**config.mk**
```make
export PLATFORM = sky130hd
export DESIGN_NAME = axis_tx_scheduler_flat
export DESIGN_NICKNAME = d
export VERILOG_FILES = /design/src/rtl/serdes_pkg.sv /design/src/rtl/axis_tx_scheduler_if.sv /design/src/rtl/rr_arbiter.sv /design/src/rtl/axis_tx_scheduler.sv /design/src/flat_wrapper.sv
export SDC_FILE = /design/constraint.sdc
export NUM_CORES = 1
export LEC_CHECK = 0
export CELL_PAD_IN_SITES_DETAIL_PLACEMENT = 1
export CELL_PAD_IN_SITES_GLOBAL_PLACEMENT = 1
export CORE_ASPECT_RATIO = 2
export CORE_MARGIN = 10
export CORE_UTILIZATION = 37
export CTS_BUF_LIST = sky130_fd_sc_hd__clkbuf_4
export DETAILED_ROUTE_END_ITERATION = 8
export PLACE_DENSITY = 0.92
export SLEW_MARGIN = 20
export SYNTH_ARGS = -nofsm -noshare
export SYNTH_HDL_FRONTEND = slang
export SYNTH_SLANG_ARGS = --single-unit
```
**constraint.sdc**
```tcl
create_clock -name axis_aclk -period 1.9 [get_ports axis_aclk]
set_input_delay 0.19 -clock axis_aclk [delete_from_list [all_inputs] [get_ports axis_aclk]]
set_output_delay 0.19 -clock axis_aclk [all_outputs]
set_load 0.01 [all_outputs]
```
**src/rtl/serdes_pkg.sv**
```systemverilog
// Shared SERDES transmit definitions: K-character codes, symbol byte type
// and the frame sequencer state encoding.
package serdes_pkg;

  typedef logic [7:0] byte_t;

  localparam byte_t K28_5 = 8'hBC;
  localparam byte_t K27_7 = 8'hFB;

  typedef enum logic [2:0] {
    ST_IDLE,
    ST_SOF,
    ST_CHID,
    ST_DATA,
    ST_COMMA
  } state_t;

endpackage

```
**src/rtl/axis_tx_scheduler_if.sv**
```systemverilog
// Bundle of the per-channel AXI-Stream word sources feeding the scheduler.
interface axis_tx_scheduler_if #(
  parameter int NUM_CH     = 2,
  parameter int LOGIC_SIZE = 32
);

  logic [NUM_CH*LOGIC_SIZE-1:0] m_axis_tdata;
  logic [NUM_CH-1:0]            m_axis_valid;
  logic [NUM_CH-1:0]            m_axis_ready;

  modport master (output m_axis_tdata, output m_axis_valid, input m_axis_ready);
  modport slave  (input m_axis_tdata, input m_axis_valid, output m_axis_ready);

endinterface

```
**src/rtl/rr_arbiter.sv**
```systemverilog
// Combinational round-robin pick: first requester at or above ptr, wrapping.
module rr_arbiter #(
  parameter int NUM_CH = 2
) (
  input  logic [NUM_CH-1:0]         req,
  input  logic [$clog2(NUM_CH)-1:0] ptr,
  output logic [$clog2(NUM_CH)-1:0] grant_idx,
  output logic                      any
);

  localparam int W = $clog2(NUM_CH);

  logic [W-1:0] cand;
  logic         found;

  function automatic logic [W-1:0] wrap_idx(input logic [W-1:0] p, input int i);
    int s;
    s = int'(p) + i;
    if (s >= NUM_CH) s = s - NUM_CH;
    return W'(s);
  endfunction

  always_comb begin
    grant_idx = '0;
    found     = 1'b0;
    cand      = '0;
    for (int i = 0; i < NUM_CH; i++) begin
      cand = wrap_idx(ptr, i);
      if (!found && req[cand]) begin
        grant_idx = cand;
        found     = 1'b1;
      end
    end
  end

  assign any = |req;

endmodule

```
**src/rtl/axis_tx_scheduler.sv**
```systemverilog
// Round-robin AXIS word scheduler producing framed bytes (SOF, channel ID,
// data LSB first) for the 8b/10b encoder, with idle and forced K28.5 commas.
module axis_tx_scheduler
  import serdes_pkg::*;
#(
  parameter int NUM_CH       = 2,
  parameter int LOGIC_SIZE   = 32,
  parameter int COMMA_PERIOD = 256
) (
  input  logic                axis_aclk,
  input  logic                axis_reset_n,
  axis_tx_scheduler_if.slave  axis,
  input  logic                i_enc_ready,
  output byte_t               o_to_encoder,
  output logic                o_k_char,
  output logic                o_busy
);

  localparam int BYTES     = LOGIC_SIZE / 8;
  localparam int FRAME_LEN = BYTES + 2;
  localparam int CH_W      = $clog2(NUM_CH);
  localparam int IDX_W     = (BYTES > 1) ? $clog2(BYTES) : 1;
  localparam int CNT_W     = $clog2(COMMA_PERIOD + 1);
  localparam int DUE_AT    = (COMMA_PERIOD > FRAME_LEN) ? COMMA_PERIOD - FRAME_LEN : 0;

  state_t                  state;
  logic [IDX_W-1:0]        idx;
  logic [LOGIC_SIZE-1:0]   word;
  logic [CH_W-1:0]         chan;
  logic [CH_W-1:0]         rr_ptr;
  logic [CNT_W-1:0]        count;

  logic [CH_W-1:0]         grant_idx;
  logic                    any_valid;
  logic                    last_byte;
  logic                    comma_due;
  logic                    capture;
  logic                    k28_sym;

  rr_arbiter #(.NUM_CH(NUM_CH)) u_arb (
    .req       (axis.m_axis_valid),
    .ptr       (rr_ptr),
    .grant_idx (grant_idx),
    .any       (any_valid)
  );

  assign last_byte = (state == ST_DATA) && (idx == IDX_W'(BYTES - 1));
  assign comma_due = (count >= CNT_W'(DUE_AT));
  assign k28_sym   = (state == ST_IDLE) || (state == ST_COMMA);

  // Ready is gated by reset so a held-off source never sees a handshake
  // that the sequencer is about to discard.
  assign capture = axis_reset_n && i_enc_ready && !comma_due && any_valid &&
                   ((state == ST_IDLE) || last_byte);

  assign axis.m_axis_ready = capture ? (NUM_CH'(1) << grant_idx) : '0;
  assign o_busy            = (state != ST_IDLE);

  always_comb begin
    o_to_encoder = K28_5;
    o_k_char     = 1'b1;
    case (state)
      ST_SOF:  o_to_encoder = K27_7;
      ST_CHID: begin
        o_to_encoder = byte_t'(chan);
        o_k_char     = 1'b0;
      end
      ST_DATA: begin
        o_to_encoder = word[idx*8 +: 8];
        o_k_char     = 1'b0;
      end
      default: ;
    endcase
  end

  // Everything advances only when the encoder takes the current symbol.
  always_ff @(posedge axis_aclk) begin
    if (!axis_reset_n) begin
      state  <= ST_IDLE;
      idx    <= '0;
      word   <= '0;
      chan   <= '0;
      rr_ptr <= '0;
      count  <= '0;
    end else if (i_enc_ready) begin
      if (k28_sym)
        count <= '0;
      else if (count != CNT_W'(COMMA_PERIOD))
        count <= count + 1'b1;

      if (capture) begin
        word   <= axis.m_axis_tdata[grant_idx*LOGIC_SIZE +: LOGIC_SIZE];
        chan   <= grant_idx;
        rr_ptr <= (grant_idx == CH_W'(NUM_CH - 1)) ? '0 : grant_idx + 1'b1;
      end

      case (state)
        ST_IDLE:  if (capture) state <= ST_SOF;
        ST_SOF:   state <= ST_CHID;
        ST_CHID: begin
          state <= ST_DATA;
          idx   <= '0;
        end
        ST_DATA: begin
          if (!last_byte)    idx   <= idx + 1'b1;
          else if (comma_due) state <= ST_COMMA;
          else if (capture)   state <= ST_SOF;
          else                state <= ST_IDLE;
        end
        ST_COMMA: state <= ST_IDLE;
        default:  state <= ST_IDLE;
      endcase
    end
  end

endmodule

```
**src/flat_wrapper.sv**
```systemverilog
// flat-port wrapper written by rule: the top's interface ports become plain ports
module axis_tx_scheduler_flat import serdes_pkg::*;
#(
  parameter int NUM_CH       = 2,
  parameter int LOGIC_SIZE   = 32,
  parameter int COMMA_PERIOD = 256
)
  (axis_aclk, axis_reset_n, i_enc_ready, o_to_encoder, o_k_char, o_busy, axis_m_axis_tdata, axis_m_axis_valid, axis_m_axis_ready);
  axis_tx_scheduler_if #(.NUM_CH(NUM_CH), .LOGIC_SIZE(LOGIC_SIZE)) axis_i ();
  input  logic axis_aclk;
  input  logic axis_reset_n;
  input  logic i_enc_ready;
  output byte_t o_to_encoder;
  output logic o_k_char;
  output logic o_busy;
  input wire logic [$bits(axis_i.m_axis_tdata)-1:0] axis_m_axis_tdata;
  input wire logic [$bits(axis_i.m_axis_valid)-1:0] axis_m_axis_valid;
  output wire logic [$bits(axis_i.m_axis_ready)-1:0] axis_m_axis_ready;
  assign axis_i.m_axis_tdata = axis_m_axis_tdata;
  assign axis_i.m_axis_valid = axis_m_axis_valid;
  assign axis_m_axis_ready = axis_i.m_axis_ready;
  axis_tx_scheduler #(.NUM_CH(NUM_CH), .LOGIC_SIZE(LOGIC_SIZE), .COMMA_PERIOD(COMMA_PERIOD)) u_core (.axis_aclk(axis_aclk), .axis_reset_n(axis_reset_n), .axis(axis_i), .i_enc_ready(i_enc_ready), .o_to_encoder(o_to_encoder), .o_k_char(o_k_char), .o_busy(o_busy));
endmodule
```
After elaboration in Yosys (flattened, before gate mapping). Index checks and enable logic that the tools add are counted.

Add/sub/neg operators: 6. $lt $le $gt $ge: 5. Equal/unequal tests: 9. Multiplexer cells: 22. Shifts and indexed selects: 3. Reduce and logical (&&, ||, !) cells: 20.

Operator list (number): 64-bit by 7-bit variable part select with 32-bit output (1); 32-bit by 6-bit variable part select with 8-bit output (1); 8-bit case mux with 3 select lines (1); 9-bit 2-to-1 mux (2); 1-bit 2-to-1 mux (12); 3-bit case mux with 4 select lines (1); 9-bit by 1-bit adder with 9-bit output (second input constant) (1); 9-bit by 8-bit greater-or-equal comparator with 1-bit output (second input constant) (1); 3-bit 2-to-1 mux (3); 9-bit != test (second input constant) (1); 3-bit by 2-bit == test with 1-bit output (second input constant) (2); 1-bit logical AND (6); 3-bit AND reduction (2); 1-bit by 2-bit less-than comparator with 1-bit output (second input constant) (2); 2-bit 2-to-1 mux (2); 2-bit by 1-bit != test with 1-bit output (second input constant) (2); 2-bit case mux with 2 select lines (1); 2-bit AND reduction (2); 2-bit nonzero test (2); 2-bit OR reduction (2); 3-bit by 1-bit == test with 1-bit output (second input constant) (1); 3-bit == test (second input constant) (1); 3-bit zero test (1); 3-bit nonzero test (1); 11 further kinds (14).

Flip-flop bits (word level): 48. Logic and storage cells: 71. Input port bits: 69.

Logic depth before layout (Yosys ltp). Gate-level depths: netlist of the first run.

Depth in word-level cells: 10. Mapped depth: 8. Depth with buffers taken out: 6.

Hierarchy. Synthesis of the first run repeated with hierarchy kept, for this count alone.

Cell total of the unflattened synthesis: 277. Area total of the unflattened synthesis: 2633.8 um2.

By module, submodules not included: axis_tx_scheduler (cells each 274, instances 1, area each 2616.3 um2, sequential area each 960.9 um2); rr_arbiter (cells each 3, instances 1, area each 17.5 um2, sequential area each 0.0 um2).

Worst setup path after synthesis of the first run. OpenSTA, ideal clock, no wires.

Path type: register to output. Start point: register u_core.count[0]. End point: output axis_m_axis_ready[0]. Arrival: 1519 ps. Cell stages (with the launch flop): 9. Required time: 1710 ps. Slack: 191 ps. Cell sequence: dfxtp_1 > inv_1 > ha_1 > o31ai_2 > o21ba_2 > nand3_2 > buf_6 > buf_8 > nor2_1.

Longest elaborated chain between the ends: 6.

Ends and longest elaborated chain: from (decl) (RTL line axis_tx_scheduler.sv:31) `logic [CNT_W-1:0] count;`; from (signal assigned) (RTL line axis_tx_scheduler.sv:89) `count <= count + 1'b1;`; 9-bit by 8-bit greater-or-equal comparator with 1-bit output (RTL line axis_tx_scheduler.sv:48) `assign comma_due = (count >= CNT_W'(DUE_AT));`; 1-bit zero test (RTL line axis_tx_scheduler.sv:53) `assign capture = axis_reset_n && i_enc_ready && !comma_due && any_valid &&`; 1-bit logical AND (3 in series) (RTL line axis_tx_scheduler.sv:53); 2-bit 2-to-1 mux (RTL line axis_tx_scheduler.sv:56) `assign axis.m_axis_ready = capture ? (NUM_CH'(1) << grant_idx) : '0;`; to (decl) (RTL line flat_wrapper.sv:18) `output wire logic [$bits(axis_i.m_axis_ready)-1:0] axis_m_axis_ready;`.

Every way passes these cells.

Worst setup path in the final report of the first run.
Start point: register u_core.idx[0]. End point: output o_to_encoder[0].

Longest elaborated chain between the ends: 2.

Ends and longest elaborated chain: from (decl) (RTL line axis_tx_scheduler.sv:27) `logic [IDX_W-1:0] idx;`; from (signal assigned) (RTL line axis_tx_scheduler.sv:105) `if (!last_byte) idx <= idx + 1'b1;`; 32-bit by 6-bit variable part select with 8-bit output (RTL line axis_tx_scheduler.sv:69) `o_to_encoder = word[idx*8 +: 8];`; 8-bit case mux with 3 select lines (RTL line axis_tx_scheduler.sv:62) `case (state)`; to (decl) (RTL line flat_wrapper.sv:13) `output byte_t o_to_encoder;`.

Every way passes these cells.

==> results of run 1 <==
## cell usage after synthesis, types with 2 or more instances
cell type / number
a21boi_0: 32
a21oi_1: 4
and3_1: 32
buf_12: 2
buf_2: 3
buf_6: 2
clkbuf_1: 22
dfxtp_1: 48
ha_1: 4
inv_1: 8
mux2i_1: 36
mux4_2: 8
nand2_1: 59
nand3_1: 10
nand4_1: 4
nor2_1: 18
nor3_1: 3
nor4b_1: 2
o21ai_0: 22
o21ai_1: 12
xnor2_1: 5
## power groups by stage
stage	clock, mW	combinational (mW)	sequential (mW)
floorplan	0	0.290	1.09
global route	0.673	0.623	1.09
global placement	0	0.531	1.10
detailed placement	0	0.559	1.10
finish	0.622	0.577	1.08
CTS	0.637	0.561	1.08
## critical path, delay by kind of cell (launching register included)
kind | cells | cell delay, ns
buffers and inverters | 2 | 0.26
AO/OA/AOI/OAI | 2 | 0.22
multiplexers | 1 | 0.51
flip-flops | 1 | 0.39
## area by class of cell
class / count / area (um2)
fillers: 928 / 3771
flip-flops and latches: 48 / 969.7
multi-input cells: 268 / 1889
repair buffers: 107 / 1022
clock inverters: 2 / 35.03
diodes: 1 / 2.502
clock buffers: 6 / 45.04
well taps: 96 / 120.1
inverters: 8 / 30.03
## cells by family after synthesis
kind of cell               count (synthesis)  share of synthesized area [%]
adders and majority gates                  4                          1.686
AOI/OAI and AO/OA                         80                          17.40
buffers and inverters                     39                          7.037
xor gates and xnor gates                   6                          1.770
DFF                                       48                          32.36
muxes                                     44                          18.20
and+or+nand+nor                          134                          21.53
## layout by cell type (no fill, tap or decap), types with 4 or more instances in the layout
master,netlist,final
nor2_1,18,15
buf_6,2,5
buf_12,2,4
inv_1,8,7
xnor2_1,5,5
clkbuf_4,0,6
o21ai_0,22,21
nand4_1,4,4
dfxtp_1,48,43
clkdlybuf4s50_1,0,69
buf_4,0,20
buf_2,3,9
nand2_1,59,53
nand3_1,10,7
mux4_2,8,8
nand2_2,0,6
dfxtp_2,0,4
and3_1,32,32
mux2i_1,36,36
o21ai_1,12,12
a21boi_0,32,32
## metrics by stage
stage               std cells  setup slack [ns]  hold WS, ns
floorplan                 355            0.1911       0.4334
global placement          522          -0.06580       0.4456
detailed placement        522           -0.1226       0.4615
CTS                       534          -0.06511       0.3460
global route              536          -0.08759       0.3678
finish                    536          -0.03197       0.3567
## registers in the layout (all words and copies together), names as in the netlist
register / cells
u_core.idx: 2
u_core.state: 3
u_core.word: 32
u_core.chan: 1
u_core.count: 9
u_core.rr_ptr: 1
## metal layers
layer,up-vias,GRT usage (%),wire (um)
met4,0,11.30,563
met5,-,0,0
met3,32,2.897,325
li1,1413,-,-
met2,88,32.96,6226
met1,1414,14.58,3595
## worst min path at each step
stage | end | slack [ns] | from
after floorplan | u_core.rr_ptr$_SDFFE_PN0P_ | 0.43 | u_core.rr_ptr$_SDFFE_PN0P_
after global placement | u_core.word[11]$_SDFFE_PN0P_ | 0.45 | u_core.word[11]$_SDFFE_PN0P_
after detailed placement | u_core.word[1]$_SDFFE_PN0P_ | 0.46 | u_core.word[1]$_SDFFE_PN0P_
after CTS | u_core.word[27]$_SDFFE_PN0P_ | 0.35 | axis_reset_n
after global routing | u_core.word[30]$_SDFFE_PN0P_ | 0.37 | axis_reset_n
final | u_core.word[27]$_SDFFE_PN0P_ | 0.36 | axis_reset_n
## repair_timing
item                                    in CTS  in global routing
setup buffers                                3                  2
hold buffers                                 0                  0
resized for setup                           57                 19
pin swaps                                   10                 17
endpoints found under the setup margin      18                 10
cloned                                       1                  0
==> metrics.cfg, run 1 <==
[status]
outcome = complete, but fails checks
violations = negative setup slack

[sta]
maxSlewHeadroom_pct = 72.54
fin_worst_skew_ns = 0.01329
setup-violations-final = 1
setup_ws_ns = -0.03197
finalHoldViolations = 0
setup_repair_after_global_routing_missed_its_margin = true
final_min_period_over_clock_period_pct = 101.7
drv_slew = 0
max_slew.worst_pin.slew_ns = 0.4061
final_period_minus_worst_setup_slack_ns = 1.932
tns_ns = -0.03197
fmaxAchievable_mhz = 517.6

[cts]
cts_tree = yes
clk_root_buffer_cell = clkbuf_4
clock_sink_count = 48
tritoncts.num_buffers = 5
clock_tree.buffer_depth = 2
cts_htree_levels = 2
clkSlewWorstSetupHoldPaths_ns = 0.14
insertion_delay_ns = 0.37

[synthesis]
synth_seq_area_share_pct = 32.36
syn_nets = 428
postSynth.topFlopCell = dfxtp_1
syn_area_um2 = 2969
synth.top_cells.by_area = dfxtp_1, mux2i_1, a21boi_0
syn_area_per_cell_um2 = 8.364
yosys.cell_types.count = 40
netlist.area_leader.share_pct = 32.36
synth_async_sr_flop_share_pct = 0
synth_seq_cells = 48
synth_largest_area_cell = dfxtp_1
yosys_warnings = 0
post_synth_inst_count = 355
synth-edff-count = 0

[setup_path]
worstSetupStartpointType = register
crit_chain = buf_12 -> mux4_2 -> o21ai_2 -> a21oi_2 -> buf_2
crit_start = u_core.idx[0]$_SDFFE_PN0P_
critical_path_data_arrival_time_ns = 1.74
timing.critical_path.fanout_max = 5
r2r-end = u_core.word[14]$_SDFFE_PN0P_
timing.critical_path.to = o_to_encoder[0]
critical_path_class = reg -> out
cp_capture_type = primary output
cp_data_required_time_ns = 1.71
regToRegStartpoint = u_core.count[1]$_SDFFE_PN0P_
worst-r2r-cell-count = 7
delay_of_the_slowest_cell_on_the_worst_path_ns = 0.51
cpMaxStageDelayCell = mux4_2
regToRegSetupSlack_ns = 0.08

[pwr]
clock_power_share_pct = 27.3
vdd_drop_max_v = 0.0003421
seqPwrFrac_pct = 47.4
internal_power_mw = 1.647
static-leakage-power_nw = 1.770
power_density_nw_per_um2 = 554.4
report.power.total_mw = 2.281
part_of_the_total_power_dissipated_in_combinational_logic_pct = 25.3
p_switching_mw = 0.6339
power_switching_share_pct = 27.79

[routing]
drt_first_iter_violations = 116
route.detailed.wl_per_inst_um = 19.98
route.vias.total = 2947
ant_nets = 0
detailedRoute.firstPassIterationCount = 4
post-route-drc-count = 0
totalWireLength_um = 10710
route.detailed.vias_per_inst = 5.498

[die]
floorplan.die.height_um = 146.7
boundaryPins = 81
start_util_pct = 37.65
die_area_um2 = 12220
die_width_um = 83.34
num_rows = 46
core-area_um2 = 7885

[final_layout]
post_route_cells_drive_above_1_share_pct = 18.22
design.final.nets = 511
area_growth_pct = 38.56
fin_area_um2 = 4114
finalCoreUtilization_pct = 52.17

[placed_design]
routabilityCongestion = 0.8280
placedInstanceArea_um2 = 3921
place_hpwl_um = 8234
io_buffer_count = 80

[global_route]
grt_start_max_net_pins = 78
globalRouteTotalUtil_pct = 16.75
grt_first_pass_wirelength_um = 16630
overflow = 0
grt_antenna_before_repair = 1
vias_in_the_first_global_route = 3288

[flow_run]
max_cap_viol_count = 0

[worst_hold_path]
min_delay_path_depth = 4
hp-class = in -> reg

Note: power is estimated with default switching activity, not from simulation.
==> run 2: changes to the inputs <==
--- a/config.mk
+++ b/config.mk
@@ -5,6 +5,7 @@
 export SDC_FILE = /design/constraint.sdc
 export NUM_CORES = 1
 export LEC_CHECK = 0
+export CAP_MARGIN = 25
 export CELL_PAD_IN_SITES_DETAIL_PLACEMENT = 1
 export CELL_PAD_IN_SITES_GLOBAL_PLACEMENT = 1
 export CORE_ASPECT_RATIO = 2
==> results of run 2 <==
Final layout, timing and power as in run 1 (identical DEF).
==> RTL edit 1, RTL diff (config.mk and constraints of run 2) <==
Encoding of `state_t`: now Gray code (3 bits for 5 states).
--- a/src/rtl/serdes_pkg.sv
+++ b/src/rtl/serdes_pkg.sv
@@ -8,11 +8,11 @@
   localparam byte_t K27_7 = 8'hFB;
 
   typedef enum logic [2:0] {
-    ST_IDLE,
-    ST_SOF,
-    ST_CHID,
-    ST_DATA,
-    ST_COMMA
+    ST_IDLE  = 3'b000,
+    ST_SOF   = 3'b001,
+    ST_CHID  = 3'b011,
+    ST_DATA  = 3'b010,
+    ST_COMMA = 3'b110
   } state_t;
 
 endpackage
Behaviour: same outputs for any inputs over 10 cycles, from zero or initial values and one cycle with axis_reset_n low; not proved beyond that.
==> RTL edit 1 against run 2 <==
  * The run still ends with setup timing left
  * Sequential share of layout area rose by 1.9 points
  * Cell area fell by 7.2%
  * Worst setup slack got worse by 0.060 ns
  * Combinational power fell by 11%
  * Power fell by 5.6%
  * Sequential cell count did not move
  * Count of clock-buffer cells in the layout fell by 1
  * Area after synthesis fell by 9.9%
  * Clock power fell by 16%
  * Wire length fell by 21%
  * Critical endpoint is now o_to_encoder[3]
  * Largest power group unchanged
==> RTL edit 1: results (changes against run 2) <==
[placed_design]
numPortBuffers=80  ; unchanged
gp_congestion=0.801  ; was 0.828
dpl.cell_count=455  ; was 522
place_area_um2=3690  ; was 3920 um^2
hpwl_um=6740  ; was 8230 um
pre_cts_ws_ns=-0.347  ; was -0.123 ns

[logic_synthesis]
muxShareOfSynthArea=0.318  ; was 0.182
yosysUniqueCellTypes=41  ; was 40
ys_warn_count=0  ; unchanged
synth-xor-area-share=0.0196  ; was 0.0177
synth_commonest_cells=mux2i_1, dfxtp_1, nand2_1  ; was nand2_1, dfxtp_1, mux2i_1
synth_nets=353  ; was 428
synth_compound_area_frac=0.0744  ; was 0.174
synthTopCellsByArea=dfxtp_1, mux2i_1, mux4_2  ; was dfxtp_1, mux2i_1, a21boi_0
avgSynthCellArea_um2=9.55  ; was 8.36 um^2
synthAdderAreaFrac=0.0187  ; was 0.0169
ys_seq_area_frac=0.359  ; was 0.324

[status]
violations=setup timing  ; unchanged
outcome=finished, violations left  ; unchanged

[worst_hold_path]
min_path_cells=3  ; was 4
min-delay-start=axis_m_axis_tdata[54]  ; was axis_reset_n
hold_end=u_core.word[22]$_SDFFE_PN0P_  ; was u_core.word[27]$_SDFFE_PN0P_

[power]
power_switching_uw=629  ; was 634 uW
power_frac_comb=0.238  ; was 0.253
worst_ir_drop_vdd_mv=0.468  ; was 0.342 mV
power.leakage_uw=0.00173  ; was 0.00177 uW
internal-power_uw=1520  ; was 1650 uW

[timing]
slew_headroom=0.713  ; was 0.725
finalWorstSetupSlack_ns=-0.0915  ; was -0.0320 ns
skew_ns=0.0191  ; was 0.0133 ns
fin_worst_hold_slack_ns=0.406  ; was 0.357 ns
finalSetupViolations=7  ; was 1
tns_ns=-0.409  ; was -0.0320 ns

[route]
routed_wl_um=8450  ; was 10700 um
route.vias.total=2393  ; was 2947
drt_first_iter_violations=101  ; was 116

[final_layout]
final_cells=468  ; was 536
drive_gt1_frac=0.212  ; was 0.182
n_fill_cell=821  ; was 928
regMostFlops=u_core.word  ; unchanged
nNetsFinal=449  ; was 511

[grt]
grtUsageTotal=0.151  ; was 0.167
grt_pass1_wl_um=13500  ; was 16600 um
grt_max_degree=41  ; was 78
grt_pass1_vias=2809  ; was 3288

[critical_path]
reg2regPathDepth=5  ; was 7
r2r_setup_slack_ns=0.17  ; was 0.08 ns
rr_endpoint=u_core.count[8]$_SDFFE_PN0P_  ; was u_core.word[14]$_SDFFE_PN0P_
r2r_start=u_core.state[2]$_SDFFE_PN0P_  ; was u_core.count[1]$_SDFFE_PN0P_
endpoint=o_to_encoder[3]  ; was o_to_encoder[0]
arrival_ns=1.80  ; was 1.74 ns
crit_fanout=3  ; was 5

[clocking]
clkTransAtPathRegs_ns=0.17  ; was 0.14 ns
clk_latency_ns=0.40  ; was 0.37 ns
cts_buffer_depth=2  ; unchanged

## RTL edit 1: changes by cell type after synthesis, moves of 11 or more
cell / run 2 / this run
a21boi_0: 32 / 1
o21ai_0: 22 / 4
and3_1: 32 / 1
mux2i_1: 36 / 67
nand2_1: 59 / 48
clkbuf_1: 22 / 10
## RTL edit 1: repair_timing
action                     in CTS  in global routing
pin swaps                       3                  5
setup endpoints to repair      12                 19
setup buffers                   2                  2
gates resized for setup        58                 15
## RTL edit 1: layout make-up
type                    count  area [um^2]  share of cell area
clock buffers               5         37.5             0.00983
multi-input cells         202         1640               0.428
diodes                      1         2.50            0.000656
clock inverters             3         25.0             0.00656
flip-flops and latches     48          971               0.254
repair buffers            105          978               0.256
inverters                  14         55.1              0.0144
well taps                  90          113              0.0295
## RTL edit 1: layer usage
layer	wire length, um	global-route usage	up-vias	share of wire
li1	-	-	1166	-
met1	2750	0.128	1152	0.32
met2	5170	0.309	61	0.61
met3	344	0.0353	14	0.041
met4	189	0.0597	0	0.022
met5	0	0	-	0
==> RTL edit 2, RTL diff (settings of run 2) <==
Made on the original files. `NUM_CH` is set to 2 in 4 places; all go to 4.
--- a/src/rtl/axis_tx_scheduler_if.sv
+++ b/src/rtl/axis_tx_scheduler_if.sv
@@ -1,6 +1,6 @@
 // Bundle of the per-channel AXI-Stream word sources feeding the scheduler.
 interface axis_tx_scheduler_if #(
-  parameter int NUM_CH     = 2,
+  parameter int NUM_CH     = 4,
   parameter int LOGIC_SIZE = 32
 );
 
--- a/src/rtl/rr_arbiter.sv
+++ b/src/rtl/rr_arbiter.sv
@@ -1,6 +1,6 @@
 // Combinational round-robin pick: first requester at or above ptr, wrapping.
 module rr_arbiter #(
-  parameter int NUM_CH = 2
+  parameter int NUM_CH = 4
 ) (
   input  logic [NUM_CH-1:0]         req,
   input  logic [$clog2(NUM_CH)-1:0] ptr,
--- a/src/rtl/axis_tx_scheduler.sv
+++ b/src/rtl/axis_tx_scheduler.sv
@@ -3,7 +3,7 @@
 module axis_tx_scheduler
   import serdes_pkg::*;
 #(
-  parameter int NUM_CH       = 2,
+  parameter int NUM_CH       = 4,
   parameter int LOGIC_SIZE   = 32,
   parameter int COMMA_PERIOD = 256
 ) (
--- a/src/flat_wrapper.sv
+++ b/src/flat_wrapper.sv
@@ -1,7 +1,7 @@
 // flat-port wrapper written by rule: the top's interface ports become plain ports
 module axis_tx_scheduler_flat import serdes_pkg::*;
 #(
-  parameter int NUM_CH       = 2,
+  parameter int NUM_CH       = 4,
   parameter int LOGIC_SIZE   = 32,
   parameter int COMMA_PERIOD = 256
 )
Ports: changed (resized axis_m_axis_ready, axis_m_axis_tdata and axis_m_axis_valid); port bits go from 81 to 149. No check against the original RTL was run, so the function may have changed too.
==> RTL edit 2 against run 2 <==
  * The flow still finishes with violations (setup timing)
  * Cell area up 50%
  * Synthesized cell count down 1.7%
  * Wire length up 110%
  * Worst setup slack worse by 0.32 ns
  * Area after synthesis up 8.7%
  * Register-to-register slack worse by 0.43 ns
  * Sequential cell count up 2
Power is not compared: it rests on default switching activity, and its combinational part moved more than twofold at a synthesized area within 25%.
==> RTL edit 2: results (changes against run 2) <==
[status]
outcome=finished, violations left  ; unchanged
violations=setup timing  ; unchanged

[final_layout]
nNetsFinal=694  ; was 511
n_fill_cell=818  ; was 928
final_design_area_no_fill_um2=6180  ; was 4110 um^2
non_clock_buffer_area_share=0.367  ; was 0.248
multi_input_cells=260  ; was 268
regArea_um2=1020  ; was 970 um^2
clockNetworkAreaShare=0.0134  ; was 0.0195
inverters=15  ; was 8
multi_input_area_share=0.424  ; was 0.459
n_antenna_cell=3  ; was 1
drive_gt1_frac=0.373  ; was 0.182
signal_buffers=219  ; was 107

[logic_synthesis]
ys_ff_latch=50  ; was 48
synth-xor-area-share=0.0136  ; was 0.0177
synth_commonest_cells=mux2i_1, nand2_1, dfxtp_1  ; was nand2_1, dfxtp_1, mux2i_1
synthAdderAreaFrac=0.0310  ; was 0.0169
ys_seq_area_frac=0.310  ; was 0.324
synth_nets=492  ; was 428
avgSynthCellArea_um2=9.25  ; was 8.36 um^2
muxShareOfSynthArea=0.260  ; was 0.182
yosysUniqueCellTypes=52  ; was 40
synth_compound_area_frac=0.175  ; was 0.174
synthTopCellsByArea=dfxtp_1, mux2i_1, nand2_1  ; was dfxtp_1, mux2i_1, a21boi_0

[grt]
grtUsageTotal=0.258  ; was 0.167
grt_max_degree=33  ; was 78
antenna_found_initial=4  ; was 1
grt_pass1_wl_um=25900  ; was 16600 um

[timing]
tns_ns=-10.12  ; was -0.0320 ns
finalWorstSetupSlack_ns=-0.350  ; was -0.0320 ns
finalSetupViolations=54  ; was 1
skew_ns=0.0290  ; was 0.0133 ns
slew_headroom=0.690  ; was 0.725
fin_worst_hold_slack_ns=0.451  ; was 0.357 ns

[route]
route.vias.total=4100  ; was 2947
wl_per_cell_um=33.9  ; was 20.0 um
routed_wl_um=22200  ; was 10700 um
firstDrtPassIters=5  ; was 4
drt_first_iter_violations=275  ; was 116

[placed_design]
numPortBuffers=148  ; was 80
gp_congestion=0.851  ; was 0.828
pre_cts_ws_ns=-0.577  ; was -0.123 ns
place_area_um2=5140  ; was 3920 um^2
dpl.cell_count=621  ; was 522

[clocking]
clk_latency_ns=0.45  ; was 0.37 ns
cts_resized=97  ; was 57
clkTransAtPathRegs_ns=0.18  ; was 0.14 ns

[worst_hold_path]
hold_end=u_core.word[15]$_SDFFE_PN0P_  ; was u_core.word[27]$_SDFFE_PN0P_
min-delay-start=axis_m_axis_tdata[47]  ; was axis_reset_n

[critical_path]
critPathLaunch=u_core.rr_ptr[1]$_SDFFE_PN0P_  ; was u_core.idx[0]$_SDFFE_PN0P_
arrival_ns=2.58  ; was 1.74 ns

-- RTL edit 2: cell types whose count changed in the layout (fill, tap and decap cells not counted), moves of 26 or more --
cell / run 2 / this run
a21boi_0: 32 / 0
clkdlybuf4s50_1: 69 / 134
nand2_1: 53 / 20
and3_1: 32 / 0
mux2i_1: 36 / 62
buf_4: 20 / 49
-- RTL edit 2: routing by layer --
metal	global-route usage	up-vias	routed length, um
met5	0	-	0
met4	0.155	0	2200
met3	0.0621	133	1340
met2	0.503	266	11900
met1	0.216	1990	6730
li1	-	1711	-
-- RTL edit 2: worst max-delay path, stage by stage, from the launching register on --
cell and delay (ns):
dfxtp_1 0.41, a21o_1 0.20, a21oi_2 0.16, o22a_4 0.19, buf_6 0.20, bufbuf_16 0.34, mux2i_1 0.44, o221ai_2 0.16
-- RTL edit 2: report_power, final --
part,switching [uW],leakage [uW],total [uW],internal [uW]
Sequential,233,0.000413,1450,1210
Combinational,1120,0.00200,2280,1150
Clock,410,0.0000464,718,308
